## config.mk

```make
export PLATFORM = sky130hd
export DESIGN_NAME = cnt1_stream_flat
export DESIGN_NICKNAME = d
export VERILOG_FILES = /design/src/rtl/cnt1_pkg.sv /design/src/rtl/cnt1_stream_if.sv /design/src/rtl/popcnt_tree.sv /design/src/rtl/cnt1_stream.sv /design/src/flat_wrapper.sv
export SDC_FILE = /design/constraint.sdc
export NUM_CORES = 1
export LEC_CHECK = 0
export ABC_AREA = 1
export CAP_MARGIN = 20
export CORE_UTILIZATION = 40
export DETAILED_ROUTE_END_ITERATION = 16
export MAX_ROUTING_LAYER = met4
export SYNTH_ARGS = -nofsm -noshare
export SYNTH_HDL_FRONTEND = slang
export SYNTH_HIERARCHICAL = 1
export SYNTH_SLANG_ARGS = --single-unit
```

## constraint.sdc

```tcl
create_clock -name clk -period 25.4 [get_ports clk]
set_input_delay 3.81 -clock clk [delete_from_list [all_inputs] [get_ports clk]]
set_output_delay 3.81 -clock clk [all_outputs]
set_load 0.01 [all_outputs]
```

## src/rtl/cnt1_pkg.sv

```systemverilog
// rtl/cnt1_pkg.sv - shared derivations and pipe sideband type for the popcount stream
package cnt1_pkg;

    // Valid bits carried by the final beat of a full vector.
    function automatic int last_bits(input int vector_width, input int bus_width, input int sub_vector_no);
        return vector_width - (sub_vector_no - 1) * bus_width;
    endfunction

    // Accepted beat to dn_Valid: mask stage + tree stages + accumulate stage.
    function automatic int lat(input int adder_stages);
        return adder_stages + 2;
    endfunction

    // Width of a single-beat popcount.
    function automatic int beat_cnt_width(input int bus_width);
        return $clog2(bus_width + 1);
    endfunction

    // Per-beat flags that ride alongside the data through the pipe.
    typedef struct packed {
        logic valid;
        logic first;
        logic is_end;
        logic err;
        logic last;
        logic mode;
    } sb_t;

endpackage

```

## src/rtl/cnt1_stream_if.sv

```systemverilog
// rtl/cnt1_stream_if.sv - upstream beat, config and downstream count signals of cnt1_stream
//   slave  : view of the counting engine (consumes up_*, produces dn_*)
//   master : view of the surrounding source/sink
interface cnt1_stream_if #(
    parameter int BUS_WIDTH = 128,
    parameter int CNT_WIDTH = 10
) ();
    logic [BUS_WIDTH-1:0] up_Vector;
    logic                 up_Valid;
    logic                 up_Last;
    logic                 cfg_CountZeros;
    logic                 up_Ready;
    logic [BUS_WIDTH-1:0] dn_SubVector;
    logic                 dn_Valid;
    logic                 dn_Last;
    logic [CNT_WIDTH-1:0] dn_Cnt;
    logic                 dn_CntNew;
    logic                 dn_FrameErr;
    logic                 dn_Ready;

    modport slave (
        input  up_Vector, up_Valid, up_Last, cfg_CountZeros, dn_Ready,
        output up_Ready, dn_SubVector, dn_Valid, dn_Last, dn_Cnt, dn_CntNew, dn_FrameErr
    );

    modport master (
        output up_Vector, up_Valid, up_Last, cfg_CountZeros, dn_Ready,
        input  up_Ready, dn_SubVector, dn_Valid, dn_Last, dn_Cnt, dn_CntNew, dn_FrameErr
    );
endinterface

```

## src/rtl/popcnt_tree.sv

```systemverilog
// rtl/popcnt_tree.sv - balanced pipelined popcount tree, STAGES register levels
//   clk      : clock
//   i_Vector : word to count, sampled when i_En
//   i_En     : advance all tree levels
//   o_Sum    : number of ones in i_Vector, STAGES enabled cycles later
module popcnt_tree #(
    parameter  int WIDTH  = 128,
    parameter  int STAGES = 3,
    localparam int SW     = $clog2(WIDTH + 1)
) (
    input  logic             clk,
    input  logic [WIDTH-1:0] i_Vector,
    input  logic             i_En,
    output logic [SW-1:0]    o_Sum
);
    // Level 0 counts NG equal groups directly; each later level adds pairs,
    // halving the number of partial sums until one remains.
    localparam int NG = 1 << (STAGES - 1);
    localparam int GW = (WIDTH + NG - 1) / NG;
    localparam int NE = 2 * NG - 1;

    logic [NG*GW-1:0] vec_pad;
    logic [SW-1:0]    r_sum [NE];

    assign vec_pad = (NG*GW)'(i_Vector);

    // Partial sums of all levels share one flat array; level l starts here.
    function automatic int base(input int l);
        return 2 * NG - 2 * (NG >> l);
    endfunction

    function automatic logic [SW-1:0] grp_cnt(input logic [GW-1:0] v);
        logic [SW-1:0] c;
        c = '0;
        for (int i = 0; i < GW; i++) begin
            c = c + SW'(v[i]);
        end
        return c;
    endfunction

    always_ff @(posedge clk) begin
        if (i_En) begin
            for (int g = 0; g < NG; g++) begin
                r_sum[g] <= grp_cnt(vec_pad[g*GW +: GW]);
            end
            for (int l = 1; l < STAGES; l++) begin
                for (int g = 0; g < (NG >> l); g++) begin
                    r_sum[base(l) + g] <= r_sum[base(l-1) + 2*g] + r_sum[base(l-1) + 2*g + 1];
                end
            end
        end
    end

    assign o_Sum = r_sum[NE-1];
endmodule

```

## src/rtl/cnt1_stream.sv

```systemverilog
// rtl/cnt1_stream.sv - streaming per-vector popcount with pad masking, zeros mode and frame check
//   clk, rstn : clock, synchronous active-low reset
//   bus.up_*  : input beats (up_Vector/up_Valid/up_Last, up_Ready back)
//   bus.cfg_CountZeros : count zeros for the vector starting on this beat
//   bus.dn_*  : delayed raw beat, running/final count, end and frame-error flags
module cnt1_stream
    import cnt1_pkg::*;
#(
    parameter int VECTOR_WIDTH  = 920,
    parameter int BUS_WIDTH     = 128,
    parameter int SUB_VECTOR_NO = (VECTOR_WIDTH + BUS_WIDTH - 1) / BUS_WIDTH,
    parameter int ADDER_STAGES  = 3,
    parameter int CNT_WIDTH     = $clog2(VECTOR_WIDTH + 1)
) (
    input  logic         clk,
    input  logic         rstn,
    cnt1_stream_if.slave bus
);
    localparam int LAST_BITS      = last_bits(VECTOR_WIDTH, BUS_WIDTH, SUB_VECTOR_NO);
    localparam int BEAT_CNT_WIDTH = beat_cnt_width(BUS_WIDTH);
    localparam int IDX_W          = (SUB_VECTOR_NO > 1) ? $clog2(SUB_VECTOR_NO) : 1;
    localparam int ST             = ADDER_STAGES;

    logic en;
    logic accept;

    // Whole pipe moves as one; an empty output slot never blocks.
    assign en           = bus.dn_Ready || !bus.dn_Valid;
    assign bus.up_Ready = en;
    assign accept       = bus.up_Valid && en;

    // ---------------- input beat index and mode latch ----------------
    logic [IDX_W-1:0] r_BeatIdx;
    logic             r_Mode;
    logic             in_last_idx;
    logic             in_first;
    logic             in_end;
    logic             in_err;
    logic             in_mode;

    assign in_last_idx = (r_BeatIdx == IDX_W'(SUB_VECTOR_NO - 1));
    assign in_first    = (r_BeatIdx == '0);
    assign in_end      = in_last_idx || bus.up_Last;
    assign in_err      = in_last_idx != bus.up_Last;
    // Beat 0 uses the live config; later beats use the value latched on beat 0.
    assign in_mode     = in_first ? bus.cfg_CountZeros : r_Mode;

    always_ff @(posedge clk) begin
        if (!rstn) begin
            r_BeatIdx <= '0;
            r_Mode    <= 1'b0;
        end else if (accept) begin
            r_BeatIdx <= in_end ? '0 : r_BeatIdx + 1'b1;
            if (in_first) begin
                r_Mode <= bus.cfg_CountZeros;
            end
        end
    end

    // ---------------- mask / invert ----------------
    logic [BUS_WIDTH-1:0] valid_mask;
    logic [BUS_WIDTH-1:0] cnt_word;

    always_comb begin
        valid_mask = '1;
        for (int i = 0; i < BUS_WIDTH; i++) begin
            valid_mask[i] = !in_last_idx || (i < LAST_BITS);
        end
    end

    // Inversion is confined to valid bits so pad bits are never counted as zeros.
    assign cnt_word = (bus.up_Vector & valid_mask) ^ ({BUS_WIDTH{in_mode}} & valid_mask);

    // ---------------- sideband and raw-data delay line ----------------
    sb_t                  r_sb   [ST+1];
    logic [BUS_WIDTH-1:0] r_data [ST+1];
    logic [BUS_WIDTH-1:0] r_word;

    always_ff @(posedge clk) begin
        if (!rstn) begin
            for (int k = 0; k <= ST; k++) begin
                r_sb[k] <= '0;
            end
        end else if (en) begin
            r_sb[0] <= '{valid:  accept,
                         first:  in_first,
                         is_end: in_end,
                         err:    in_err,
                         last:   bus.up_Last,
                         mode:   in_mode};
            for (int k = 1; k <= ST; k++) begin
                r_sb[k] <= r_sb[k-1];
            end
        end
    end

    always_ff @(posedge clk) begin
        if (en) begin
            r_data[0] <= bus.up_Vector;
            r_word    <= cnt_word;
            for (int k = 1; k <= ST; k++) begin
                r_data[k] <= r_data[k-1];
            end
        end
    end

    // ---------------- popcount tree ----------------
    logic [BEAT_CNT_WIDTH-1:0] beat_sum;

    popcnt_tree #(
        .WIDTH  (BUS_WIDTH),
        .STAGES (ADDER_STAGES)
    ) u_tree (
        .clk      (clk),
        .i_Vector (r_word),
        .i_En     (en),
        .o_Sum    (beat_sum)
    );

    // ---------------- accumulate / output register ----------------
    logic [CNT_WIDTH-1:0] r_Acc;
    logic [BUS_WIDTH-1:0] r_SubVector;
    logic                 r_Valid;
    logic                 r_Last;
    logic                 r_CntNew;
    logic                 r_FrameErr;

    always_ff @(posedge clk) begin
        if (!rstn) begin
            r_Acc       <= '0;
            r_SubVector <= '0;
            r_Valid     <= 1'b0;
            r_Last      <= 1'b0;
            r_CntNew    <= 1'b0;
            r_FrameErr  <= 1'b0;
        end else if (en) begin
            r_Valid    <= r_sb[ST].valid;
            r_Last     <= r_sb[ST].valid && r_sb[ST].last;
            r_CntNew   <= r_sb[ST].valid && r_sb[ST].is_end;
            r_FrameErr <= r_sb[ST].valid && r_sb[ST].is_end && r_sb[ST].err;
            if (r_sb[ST].valid) begin
                r_SubVector <= r_data[ST];
                r_Acc       <= (r_sb[ST].first ? '0 : r_Acc) + CNT_WIDTH'(beat_sum);
            end
        end
    end

    assign bus.dn_SubVector = r_SubVector;
    assign bus.dn_Valid     = r_Valid;
    assign bus.dn_Last      = r_Last;
    assign bus.dn_Cnt       = r_Acc;
    assign bus.dn_CntNew    = r_CntNew;
    assign bus.dn_FrameErr  = r_FrameErr;
endmodule

```

## src/flat_wrapper.sv

```systemverilog
// flat-port wrapper written by rule: the top's interface ports become plain ports
module cnt1_stream_flat import cnt1_pkg::*;
#(
    parameter int VECTOR_WIDTH  = 920,
    parameter int BUS_WIDTH     = 128,
    parameter int SUB_VECTOR_NO = (VECTOR_WIDTH + BUS_WIDTH - 1) / BUS_WIDTH,
    parameter int ADDER_STAGES  = 3,
    parameter int CNT_WIDTH     = $clog2(VECTOR_WIDTH + 1)
)
  (clk, rstn, bus_up_Vector, bus_up_Valid, bus_up_Last, bus_cfg_CountZeros, bus_dn_Ready, bus_up_Ready, bus_dn_SubVector, bus_dn_Valid, bus_dn_Last, bus_dn_Cnt, bus_dn_CntNew, bus_dn_FrameErr);
  cnt1_stream_if #(.BUS_WIDTH(BUS_WIDTH), .CNT_WIDTH(CNT_WIDTH)) bus_i ();
  input  logic clk;
  input  logic rstn;
  input wire logic [$bits(bus_i.up_Vector)-1:0] bus_up_Vector;
  input wire logic [$bits(bus_i.up_Valid)-1:0] bus_up_Valid;
  input wire logic [$bits(bus_i.up_Last)-1:0] bus_up_Last;
  input wire logic [$bits(bus_i.cfg_CountZeros)-1:0] bus_cfg_CountZeros;
  input wire logic [$bits(bus_i.dn_Ready)-1:0] bus_dn_Ready;
  output wire logic [$bits(bus_i.up_Ready)-1:0] bus_up_Ready;
  output wire logic [$bits(bus_i.dn_SubVector)-1:0] bus_dn_SubVector;
  output wire logic [$bits(bus_i.dn_Valid)-1:0] bus_dn_Valid;
  output wire logic [$bits(bus_i.dn_Last)-1:0] bus_dn_Last;
  output wire logic [$bits(bus_i.dn_Cnt)-1:0] bus_dn_Cnt;
  output wire logic [$bits(bus_i.dn_CntNew)-1:0] bus_dn_CntNew;
  output wire logic [$bits(bus_i.dn_FrameErr)-1:0] bus_dn_FrameErr;
  assign bus_i.up_Vector = bus_up_Vector;
  assign bus_i.up_Valid = bus_up_Valid;
  assign bus_i.up_Last = bus_up_Last;
  assign bus_i.cfg_CountZeros = bus_cfg_CountZeros;
  assign bus_i.dn_Ready = bus_dn_Ready;
  assign bus_up_Ready = bus_i.up_Ready;
  assign bus_dn_SubVector = bus_i.dn_SubVector;
  assign bus_dn_Valid = bus_i.dn_Valid;
  assign bus_dn_Last = bus_i.dn_Last;
  assign bus_dn_Cnt = bus_i.dn_Cnt;
  assign bus_dn_CntNew = bus_i.dn_CntNew;
  assign bus_dn_FrameErr = bus_i.dn_FrameErr;
  cnt1_stream #(.VECTOR_WIDTH(VECTOR_WIDTH), .BUS_WIDTH(BUS_WIDTH), .SUB_VECTOR_NO(SUB_VECTOR_NO), .ADDER_STAGES(ADDER_STAGES), .CNT_WIDTH(CNT_WIDTH)) u_core (.clk(clk), .rstn(rstn), .bus(bus_i));
endmodule
```

; Word-level counts from Yosys, hierarchy flattened
; Memory sizes are Yosys's and may differ from the RTL's. A register that Yosys moved wholly into a read port is not among the register bits.
; Index checks and enable logic that the tools add are counted.
[op_classes]
addsub = 129
eq_ne = 2
muxes = 12
bitwise = 7
n_reduce_logical = 11
[op_table]
columns = cell, n
row1 = 8-bit by 1-bit adder with 8-bit output, 96
row2 = 128-bit bitwise AND, 2
row3 = 128-bit XOR, 1
row4 = 7-bit by 1-bit adder with 8-bit output, 4
row5 = 6-bit by 1-bit adder with 7-bit output, 4
row6 = 5-bit by 1-bit adder with 6-bit output, 4
row7 = 8-bit adder, 3
row8 = 6-bit two-way mux, 4
row9 = 4-bit by 1-bit adder with 5-bit output, 4
row10 = 3-bit by 1-bit adder with 4-bit output, 4
row11 = 2-bit by 1-bit adder with 3-bit output, 4
row12 = 10-bit by 8-bit adder with 10-bit output, 1
row13 = 10-bit two-way mux, 1
row14 = 1-bit by 1-bit adder with 2-bit output, 4
row15 = 1-bit two-way mux, 6
row16 = 1-bit logical AND, 4
row17 = 1-bit OR, 4
row18 = "3-bit by 1-bit adder with 3-bit output, second input constant", 1
row19 = "3-bit equality test, second input constant", 1
row20 = 1-bit logical NOT, 3
row21 = 3-bit logical NOT, 1
row22 = 3-bit two-way mux, 1
row23 = 1-bit logical OR, 2
row24 = 2-bit AND reduction, 1
row25 = 1-bit inequality test, 1
[totals]
ff_bits = 146
mem_bits_rw = 592
in_bits = 134
out_inout_bits = 143
wordCells = 172
n_memories = 3
[memory_table]
columns = name, words, word_bits, rd, rd_ports_with_merged_regs, write_ports, line_no
row1 = u_core.r_data, 4, 128, 4, 1, 4, cnt1_stream.sv:76  ; logic [BUS_WIDTH-1:0] r_data [ST+1];
row2 = u_core.u_tree.r_sum, 7, 8, 7, 0, 7, popcnt_tree.sv:23  ; logic [SW-1:0] r_sum [NE];
row3 = u_core.r_sb, 4, 6, 4, 0, 4, cnt1_stream.sv:75  ; sb_t r_sb [ST+1];

; Logic depth before layout (Yosys ltp)
; Gate-level depths: netlist (run 1).
[depth]
ltp_word = 31
ltp_mapped = 19
depth_no_buf = 19

; Hierarchy
; Netlist (run 1), hierarchy kept.
[modules_own_cells]
columns = module, n_inst, cells_each, area_each_um2, seq_area_each_um2
row1 = cnt1_stream, 1, 1703, 27020.9, 22741.8
row2 = popcnt_tree, 1, 528, 5462.7, 1381.3

; Worst setup path before layout (run 1)
; Ideal clock, no wire load.
[synth_timing]
path_type = in2reg
from = in bus_dn_Ready
to = mem u_core/r_sb[0][10] (netlist bit), data pin
setup_ns = 0.144
arrival_time_ns = 22.393
required_ns = 25.256
setup_slack_ns = 2.864
path_stages = 5
n_path_buf = 1
cell_sequence = inv_1 -> nand2_1 -> nand2_1 -> clkbuf_1 -> nor2_1
[synth_rtl]
columns = element, line_no
row1 = start: declaration, flat_wrapper.sv:18  ; input wire logic [$bits(bus_i.dn_Ready)-1:0] bus_dn_Ready;
row2 = end: declaration, cnt1_stream.sv:75

; Final worst setup path (run 1)
[layout_timing]
from = in bus_dn_Ready
to = out bus_up_Ready
[layout_via]
elab_chain_cells = 1
[layout_rtl]
columns = element, line_no
row1 = 1-bit logical OR, cnt1_stream.sv:28  ; assign en = bus.dn_Ready || !bus.dn_Valid;
row2 = end: declaration, flat_wrapper.sv:19  ; output wire logic [$bits(bus_i.up_Ready)-1:0] bus_up_Ready;
; Every way passes these cells.

==> flow_summary.json, run 1 <==
{
  "ys_async_sr_fraction_pct": 0,
  "crit_end": "bus_up_Ready",
  "synthToLayoutAreaGrowth_pct": 21.2,
  "path_cells": "clkdlybuf4s50_1, inv_1, nand2_4, clkdlybuf4s50_1",
  "vias": 17113,
  "synth_nets": 2531,
  "hold_path.class": "flip-flop to flip-flop",
  "drtIter0Drc": 1096,
  "synth_most_common_cell": "edfxtp_1",
  "yosysTopAreaCell": "edfxtp_1",
  "gr-total-overflow": 0,
  "crit_top_cell": "clkdlybuf4s50_1",
  "ant_nets": 0,
  "initial_utilization_pct": 40.4,
  "required_ps": 21590,
  "max_stage_delay_ps": 670,
  "fmax_mhz": 106,
  "synthCells": 2231,
  "final.period_utilization_pct": 37.0,
  "end_kind": "output pin",
  "final_layout_size_suffix_gt1_share_pct": 6.17,
  "dieHeight_um": 287,
  "crit_start": "bus_dn_Ready",
  "synth-warning-count": 6,
  "synthFlopType": "edfxtp_1",
  "dr.pass1.iters": 12,
  "dieArea_um2": 82400,
  "die_w_um": 287,
  "post_cts_buffers": 0,
  "fillers": 6894,
  "synthTopCellsByArea": "edfxtp_1 65%, dfxtp_1 9.0%, fa_1 6.2%",
  "cts_tree": "done",
  "grt_pass1_vias": 17507,
  "finalHoldViolations": 0,
  "irDropWorstVdd_mv": 0.194,
  "synthesis.area_um2": 32500,
  "violations": "DRC",
  "path_max_fanout": 46,
  "critPathArrivalTime_ps": 5600,
  "reg2regPathDepth": 17,
  "synth_edf_count": 706,
  "drv_slew": 0,
  "startpoint_type": "primary input",
  "drc_errors": 2,
  "cts_buffers": 89,
  "clockBufferDepth": 3,
  "globalplace.congestion": 0.840,
  "ctsResizeCount": 0,
  "gr-usage-all-layers_pct": 15.4,
  "cts_root_buffer": "clkbuf_16",
  "synthDistinctLibCells": 32,
  "clkLatencyLatePin_ps": 630,
  "ys_ff_latch": 852,
  "h-tree-depth": 3,
  "slew_headroom_pct": 31.1,
  "clock_skew_ps": 23.6,
  "reg2reg_to": "u_core/u_tree/r_sum[1][4]$_DFFE_PP_",
  "status": "finished, violations left",
  "grt_max_degree": 123,
  "criticalPathCategory": "primary input to output pin",
  "ff2ff_setup_slack_ps": 19580,
  "cts.sinks": 852,
  "p_per_area_nw_per_um2": 141,
  "fin_setup_tns_ps": 0,
  "clk_pin_slew_ps": 60,
  "core_area_um2": 80400,
  "holdWs_ps": 413,
  "grt_setup_unrepaired": "false",
  "yosys.area.top_type_share_pct": 65.3,
  "io-pin-count": 277,
  "antenna_found_initial": 15,
  "reg2reg_from": "u_core/r_word[32]$_DFFE_PN_",
  "grt_pass1_wl_um": 94900,
  "seq_area_frac_synth_pct": 74.3,
  "cts_hold_buf": 0,
  "hpwl_um": 40100,
  "vias_per_cell": 4.64,
  "port_buffers": 276,
  "maxCapViolCount": 0,
  "wire_per_inst_um": 16.5,
  "setup_viol": 0,
  "drt_wl_total_um": 60900,
  "synth_top_cells_by_count": "706 x edfxtp_1, 306 x nor2_1, 253 x inv_1, 226 x o21ai_0, 146 x dfxtp_1",
  "crit_slowest_cell": "clkdlybuf4s50_1",
  "p_leak_nw": 15.2,
  "worstMarginPinSlew_ps": 1030,
  "finalCriticalPeriod_ps": 9410,
  "nets": 2832,
  "avgSynthCellArea_um2": 14.6,
  "num_rows": 104,
  "power_mw": 5.57
}
## per-stage QoR
step,setup slack (ps),cell area [um^2],cells,utilization (%)
finish,15990,39400,3685,48.9
global route,15880,39400,3684,48.9
detailed placement,15970,36300,3498,45.1
CTS,15960,39200,3666,48.8
global placement,15930,36200,3497,45.1
floorplan,2860,32500,2231,-
## worst min-delay path by stage
stage                                               start                              end  slack, ps  cells past startpoint
after floorplan             u_core/r_data[0][0]$_DFFE_PN_    u_core/r_data[1][0]$_DFFE_PN_        400                      0
after global placement     u_core/r_data[0][20]$_DFFE_PN_   u_core/r_data[1][20]$_DFFE_PN_        400                      0
after detailed placement  u_core/r_data[0][106]$_DFFE_PN_  u_core/r_data[1][106]$_DFFE_PN_        400                      0
after CTS                  u_core/r_data[0][54]$_DFFE_PN_   u_core/r_data[1][54]$_DFFE_PN_        410                      0
after global routing       u_core/r_data[0][33]$_DFFE_PN_   u_core/r_data[1][33]$_DFFE_PN_        420                      0
final                     u_core/r_data[2][118]$_DFFE_PN_  u_core/r_data[3][118]$_DFFE_PN_        410                      0
## cells in the final DEF, fill, tap and decap left out, types with 17 or more instances in the layout
cell type	count
edfxtp_1	706
nor2_1	306
clkdlybuf4s50_1	275
inv_1	252
o21ai_0	226
dfxtp_1	146
a21oi_1	140
fa_1	100
clkbuf_16	95
nand2_1	85
ha_1	66
xnor2_1	31
nand3_1	29
clkbuf_1	23
xor2_1	17
## worst max-delay path: cells and delay by family
family / cells / cell delay, ps
buf+inv: 3 / 1210
simple gates: 1 / 530
## metal layers
layer,GRT usage (%),vias up,routed length (um)
met4,5.33,0,1790
met5,-,-,0
li1,-,8333,-
met2,25.3,391,29900
met1,18.7,8283,25900
met3,3.44,106,3380
## registers in the layout, indices dropped and copies added (netlist names), 3 cells and up
| register | cells |
|---|---|
| u_core/r_BeatIdx | 3 |
| u_core/r_sb | 20 |
| u_core/r_data | 512 |
| u_core/u_tree/r_sum | 46 |
| u_core/bus.dn_Cnt | 10 |
| u_core/r_word | 128 |
| u_core/bus.dn_SubVector | 128 |
## report_power, final
group / internal [mW] / total (mW) / switching, mW
Combinational: 0.984 / 2.37 / 1.39
Clock: 0.768 / 1.29 / 0.527
Sequential: 1.85 / 1.90 / 0.0520
## cell type report
cell class	instances	area, um^2	share of cell area (%)
timing repair buffer	294	2980	7.56
clock inverter	43	404	1.03
multi-input combinational	1039	6960	17.7
inverter	256	972	2.47
antenna	16	40.0	0.102
clock buffer	125	2560	6.50
sequential	852	24100	61.3
tap	1060	1330	3.37
## cells by family (layout without fill, tap and decap cells)
kind of cell               Yosys count  after routing  synth area share (%)
and+or+nand+nor                    433            433                  5.23
buffers and inverters              340            718                  4.36
adders and majority gates          166            166                  8.71
AOI/OAI and AO/OA                  392            392                  6.14
DFF                                852            852                  74.3
other                                0             16                     0
xor gates and xnor gates            48             48                  1.29
Power figures use the tool's default switching activity.
==> run 2, diff against run 1 <==
==> constraint.sdc (replaced) <==
create_clock -name clk -period 8 [get_ports clk]
set_input_delay 1.2 -clock clk [delete_from_list [all_inputs] [get_ports clk]]
set_output_delay 1.2 -clock clk [all_outputs]
set_load 0.01 [all_outputs]
==> run 2 against run 1 <==
The flow still finishes with violations (DRC). Wire length decreased by 0.46%. Global-route usage decreased by 0.11 points. Sequential cell count unchanged. Sequential power increased to 3.2 times the previous value. Die area unchanged.
==> flow_summary.json, run 2 (same netlist as run 1, synthesis figures left out) <==
{
  "violations": "DRC",
  "io-pin-count": 277,
  "clock_skew_ps": 16.1,
  "initial_utilization_pct": 40.4,
  "finalCriticalPeriod_ps": 5690,
  "nets": 2830,
  "largest_reg_flops": 512,
  "end_kind": "flip-flop",
  "fmax_mhz": 176,
  "num_rows": 104,
  "drv_slew": 0,
  "clk_pin_slew_ps": 60,
  "critPathArrivalTime_ps": 6070,
  "power_mw": 17.6,
  "post_cts_buffers": 0,
  "synthToLayoutAreaGrowth_pct": 21.6,
  "cts.sinks": 852,
  "grt_max_degree": 184,
  "cpLargestDelayFamily": "adder cells",
  "ant_nets": 0,
  "startpoint_type": "flip-flop",
  "clkLatencyLatePin_ps": 630,
  "max_stage_delay_ps": 580,
  "ctsResizeCount": 0,
  "p_per_area_nw_per_um2": 447,
  "maxCapViolCount": 0,
  "grt_setup_unrepaired": "false",
  "dpl-instance-area_um2": 36300,
  "clockBufferDepth": 3,
  "globalplace.congestion": 0.794,
  "final_cell_mix": "706 x edfxtp_1, 306 x nor2_1, 275 x clkdlybuf4s50_1",
  "die_w_um": 287,
  "crit_cells": 17,
  "gr-usage-all-layers_pct": 15.3,
  "layout_commonest_cell": "edfxtp_1",
  "slew_headroom_pct": 25.4,
  "drtIter0Drc": 1134,
  "cts_buffers": 91,
  "utilization_pct": 49.1,
  "core_area_um2": 80400,
  "fin_setup_tns_ps": 0,
  "vias": 17155,
  "crit_slowest_cell": "fa_1",
  "fillers": 6844,
  "gr-total-overflow": 0,
  "final.period_utilization_pct": 71.2,
  "h-tree-depth": 3,
  "timing.critical_path.buf_inv": 4,
  "drc_errors": 1,
  "grt_pass1_vias": 17618,
  "final_area_um2": 39500,
  "dr.pass1.iters": 12,
  "hold_path.class": "flip-flop to flip-flop",
  "criticalPathCategory": "flip-flop to flip-flop",
  "finalHoldViolations": 0,
  "wire_per_inst_um": 16.5,
  "final_layout_size_suffix_gt1_share_pct": 6.83,
  "holdWs_ps": 408,
  "largest_register": "u_core/r_data",
  "finalWorstSetupSlack_ps": 2310,
  "final_cells": 3684,
  "crit_top_cell": "fa_1",
  "dieArea_um2": 82400,
  "antenna_found_initial": 16,
  "worstMarginPinSlew_ps": 1120,
  "reg2regPathDepth": 17,
  "path_cells": "fa_1, inv_1, fa_1, inv_1, ha_1, inv_1, fa_1, fa_1, fa_1, fa_1, fa_1, fa_1, inv_1, fa_1, nand3_1, nand2_1, xor2_1",
  "cts_tree": "done",
  "cts_hold_buf": 0,
  "drt_wl_total_um": 60700,
  "vias_per_cell": 4.66,
  "preCtsSetupSlack_ps": 2280,
  "hold_depth": 0,
  "cts_root_buffer": "clkbuf_16",
  "required_ps": 8370,
  "dieHeight_um": 287,
  "irDropWorstVdd_mv": 0.591,
  "port_buffers": 276,
  "grt_pass1_wl_um": 94300,
  "path_max_fanout": 2,
  "place_inst": 3496,
  "ff2ff_setup_slack_ps": 2310,
  "setup_viol": 0,
  "p_leak_nw": 15.3,
  "status": "finished, violations left",
  "hpwl_um": 39800
}
[run 2: cell count changes in the layout (fill, tap and decap cells not counted), sizes merged]
| cell | previous run | this run |
|---|---|---|
| bufinv | 6 | 9 |
| clkbuf | 125 | 116 |
| clkinv | 30 | 35 |
| clkinvlp | 3 | 4 |
| inv | 260 | 263 |
| buf | 19 | 15 |
[run 2: path summary, 6_finish.rpt]
path / start / to
setup reg to reg: u_core/r_word[32]$_DFFE_PN_ / u_core/u_tree/r_sum[1][4]$_DFFE_PP_
setup / recovery: u_core/r_word[32]$_DFFE_PN_ / u_core/u_tree/r_sum[1][4]$_DFFE_PP_
hold reg to reg: u_core/r_data[1][118]$_DFFE_PN_ / u_core/r_data[2][118]$_DFFE_PN_
hold / removal: u_core/r_data[1][118]$_DFFE_PN_ / u_core/r_data[2][118]$_DFFE_PN_
[run 2: report_power, final]
group / total, mW / switching (mW) / internal [mW]
registers: 6.04 / 0.174 / 5.87
clock network: 4.30 / 1.71 / 2.58
logic: 7.30 / 4.16 / 3.13
total: 17.6 / 6.05 / 11.6
[run 2: area by class of cell]
type                            count  area [um^2]  area share [%]
Sequential cell                   852        24100            61.1
Multi-Input combinational cell   1039         6970            17.7
Timing Repair Buffer              290         2910            7.37
Clock buffer                      116         2580            6.52
Tap cell                         1060         1330            3.36
Inverter                          256          972            2.46
Clock inverter                     55          564            1.43
Antenna cell                       16         40.0           0.101
[run 2: worst register-to-register path, stage by stage, from the launching register on]
cell and delay (ps):
edfxtp_1 390, fa_1 550, inv_1 50, fa_1 480
inv_1 50, ha_1 260, inv_1 50, fa_1 490
fa_1 530, fa_1 520, fa_1 520, fa_1 580
fa_1 170, inv_1 70, fa_1 410, nand3_1 100
nand2_1 70, xor2_1 150
[run 2: layer usage]
layer / global-route usage, % / part of all wire [%]
met5: - / 0
met1: 18.2 / 42
met4: 5.68 / 3.1
met2: 25.0 / 49
met3: 3.82 / 6.1
==> run 3, diff against run 2 <==
==> constraint.sdc (replaced) <==
create_clock -name clk -period 4.8 [get_ports clk]
set_input_delay 0.72 -clock clk [delete_from_list [all_inputs] [get_ports clk]]
set_output_delay 0.72 -clock clk [all_outputs]
set_load 0.01 [all_outputs]
==> run 3 against run 2 <==
The run ends with setup timing left. Sequential cell count unchanged. Cell area up 0.42%. Worst hold slack worse by 3.0 ps. Clock-buffer cell count up 4. Core utilization up 0.21 points. Via count up 0.10%. Setup slack worse by 2800 ps. Clock power up 65%. Power up 83%. Register-to-register slack worse by 2800 ps. Critical path type unchanged. Largest cell class unchanged. Highest routed layer unchanged.
==> flow_summary.json, run 3 (same netlist as run 1, synthesis figures left out) <==
{
  "clock_skew_ps": 17.3,
  "clkLatencyLatePin_ps": 630,
  "finalWorstSetupSlack_ps": -540,
  "largest_register": "u_core/r_data",
  "largest_reg_flops": 512,
  "fmax_mhz": 187,
  "max_stage_delay_ps": 540,
  "final_layout_size_suffix_gt1_share_pct": 8.16,
  "dieHeight_um": 287,
  "drv_slew": 0,
  "globalplace.congestion": 0.829,
  "drtIter0Drc": 1039,
  "dpl-instance-area_um2": 36400,
  "startpoint_type": "flip-flop",
  "drt_wl_total_um": 61400,
  "ff2ff_setup_slack_ps": -540,
  "finalHoldViolations": 0,
  "grt_pass1_wl_um": 95500,
  "hold_depth": 0,
  "irDropWorstVdd_mv": 1.18,
  "path_max_fanout": 2,
  "dieArea_um2": 82400,
  "cts_buffers": 89,
  "path_cells": "fa_1, inv_1, fa_1, inv_2, ha_4, inv_2, fa_1, fa_1, fa_1, fa_1, fa_1, fa_2, inv_2, fa_2, nand3_2, nand2_2, xor2_1",
  "layout_commonest_cell": "edfxtp_1",
  "grt_pass1_vias": 17723,
  "dr.pass1.iters": 5,
  "cpLargestDelayFamily": "adder cells",
  "reg2regPathDepth": 17,
  "final_cell_mix": "706 x edfxtp_1, 306 x nor2_1, 275 x clkdlybuf4s50_1",
  "crit_top_cell": "fa_1",
  "seqPwrFrac_pct": 31.4,
  "gr-total-overflow": 0,
  "timing.critical_path.buf_inv": 4,
  "drc_errors": 0,
  "h-tree-depth": 3,
  "intPower_mw": 21.2,
  "die_w_um": 287,
  "p_leak_nw": 15.2,
  "cts_tree": "done",
  "p_sw_mw": 11.0,
  "cts_hold_buf": 0,
  "final_area_um2": 39700,
  "power_frac_clock_pct": 22.0,
  "maxCapViolCount": 0,
  "power_mw": 32.2,
  "slew_headroom_pct": 32.9,
  "worstHoldStart": "u_core/r_data[1][114]$_DFFE_PN_",
  "port_buffers": 276,
  "min_to": "u_core/r_data[2][114]$_DFFE_PN_",
  "vias_per_cell": 4.67,
  "hpwl_um": 40200,
  "ant_nets": 0,
  "grt_setup_unrepaired": "true",
  "setup_viol": 6,
  "p_sw_share_pct": 34.2,
  "synthToLayoutAreaGrowth_pct": 22.1,
  "criticalPathCategory": "flip-flop to flip-flop",
  "core_area_um2": 80400,
  "nets": 2837,
  "crit_start": "u_core/r_word[35]$_DFFE_PN_",
  "wire_per_inst_um": 16.7,
  "p_per_area_nw_per_um2": 812,
  "io-pin-count": 277,
  "clockBufferDepth": 3,
  "pwr-share-comb_pct": 46.6,
  "reg2reg_to": "u_core/u_tree/r_sum[1][4]$_DFFE_PP_",
  "fillers": 6840,
  "reg2reg_from": "u_core/r_word[35]$_DFFE_PN_",
  "antenna_found_initial": 10,
  "cts_root_buffer": "clkbuf_16",
  "num_rows": 104,
  "hold_path.class": "flip-flop to flip-flop",
  "grt_max_degree": 172,
  "worstMarginPinSlew_ps": 1010,
  "violations": "setup timing",
  "required_ps": 5160,
  "critPathArrivalTime_ps": 5700,
  "end_kind": "flip-flop",
  "vias": 17173,
  "cts.sinks": 852,
  "gr-usage-all-layers_pct": 15.5,
  "final.period_utilization_pct": 111,
  "finalCriticalPeriod_ps": 5340,
  "clk_pin_slew_ps": 60,
  "status": "finished, violations left",
  "initial_utilization_pct": 40.4,
  "crit_slowest_cell": "fa_1"
}
[run 3: metrics by stage]
step	hold WS, ps	worst slack [ps]	instances	setup TNS, ps	utilization (%)
after floorplan	400	-363	2231	-1400	-
after global placement	400	-524	3503	-2350	45.3
after detailed placement	405	-542	3503	-2690	45.3
after CTS	394	-566	3669	-2420	49.2
after global routing	411	-739	3679	-4020	49.3
final	405	-540	3680	-2460	49.3
[run 3: per-layer routing]
metal	routed length, um	up-vias	share of wire, %	global-route usage (%)
li1	-	8344	-	-
met1	25400	8361	41	18.3
met2	30200	354	49	25.4
met3	3940	114	6.4	3.94
met4	1850	0	3.0	6.06
met5	0	-	0	-
[run 3: worst max path at each step]
stage,end,slack (ps),cells after the start
after floorplan,u_core/u_tree/r_sum[1][4]$_DFFE_PP_,-360,17
after detailed placement,u_core/u_tree/r_sum[1][4]$_DFFE_PP_,-540,17
final,u_core/u_tree/r_sum[1][4]$_DFFE_PP_,-540,17
after global placement,u_core/u_tree/r_sum[1][4]$_DFFE_PP_,-520,19
after global routing,u_core/u_tree/r_sum[1][4]$_DFFE_PP_,-740,17
after CTS,u_core/u_tree/r_sum[1][4]$_DFFE_PP_,-570,17
[run 3: final cells by class]
class / instances / area [um^2] / area share [%]
Inverter: 256 / 972 / 2.45
Clock buffer: 120 / 2570 / 6.49
Clock inverter: 45 / 503 / 1.27
Antenna cell: 9 / 22.5 / 0.0568
Multi-Input combinational cell: 1039 / 7130 / 18.0
Tap cell: 1060 / 1330 / 3.34
Sequential cell: 852 / 24100 / 60.8
Timing Repair Buffer: 299 / 3000 / 7.56
[run 3: timing repair]
item,CTS,global route
buffers inserted,1,2
gates resized for setup,20,14
pin swaps,17,15
setup endpoints to repair,9,12
[run 3: power by group through the flow]
| stage | combinational (mW) | clock, mW | sequential (mW) |
|---|---|---|---|
| after floorplan | 9.70 | 0 | 10.1 |
| after global placement | 12.3 | 0 | 10.3 |
| after detailed placement | 13.2 | 0 | 10.3 |
| after CTS | 14.3 | 7.30 | 10.1 |
| after global routing | 17.0 | 7.59 | 10.2 |
| final | 15.0 | 7.08 | 10.1 |
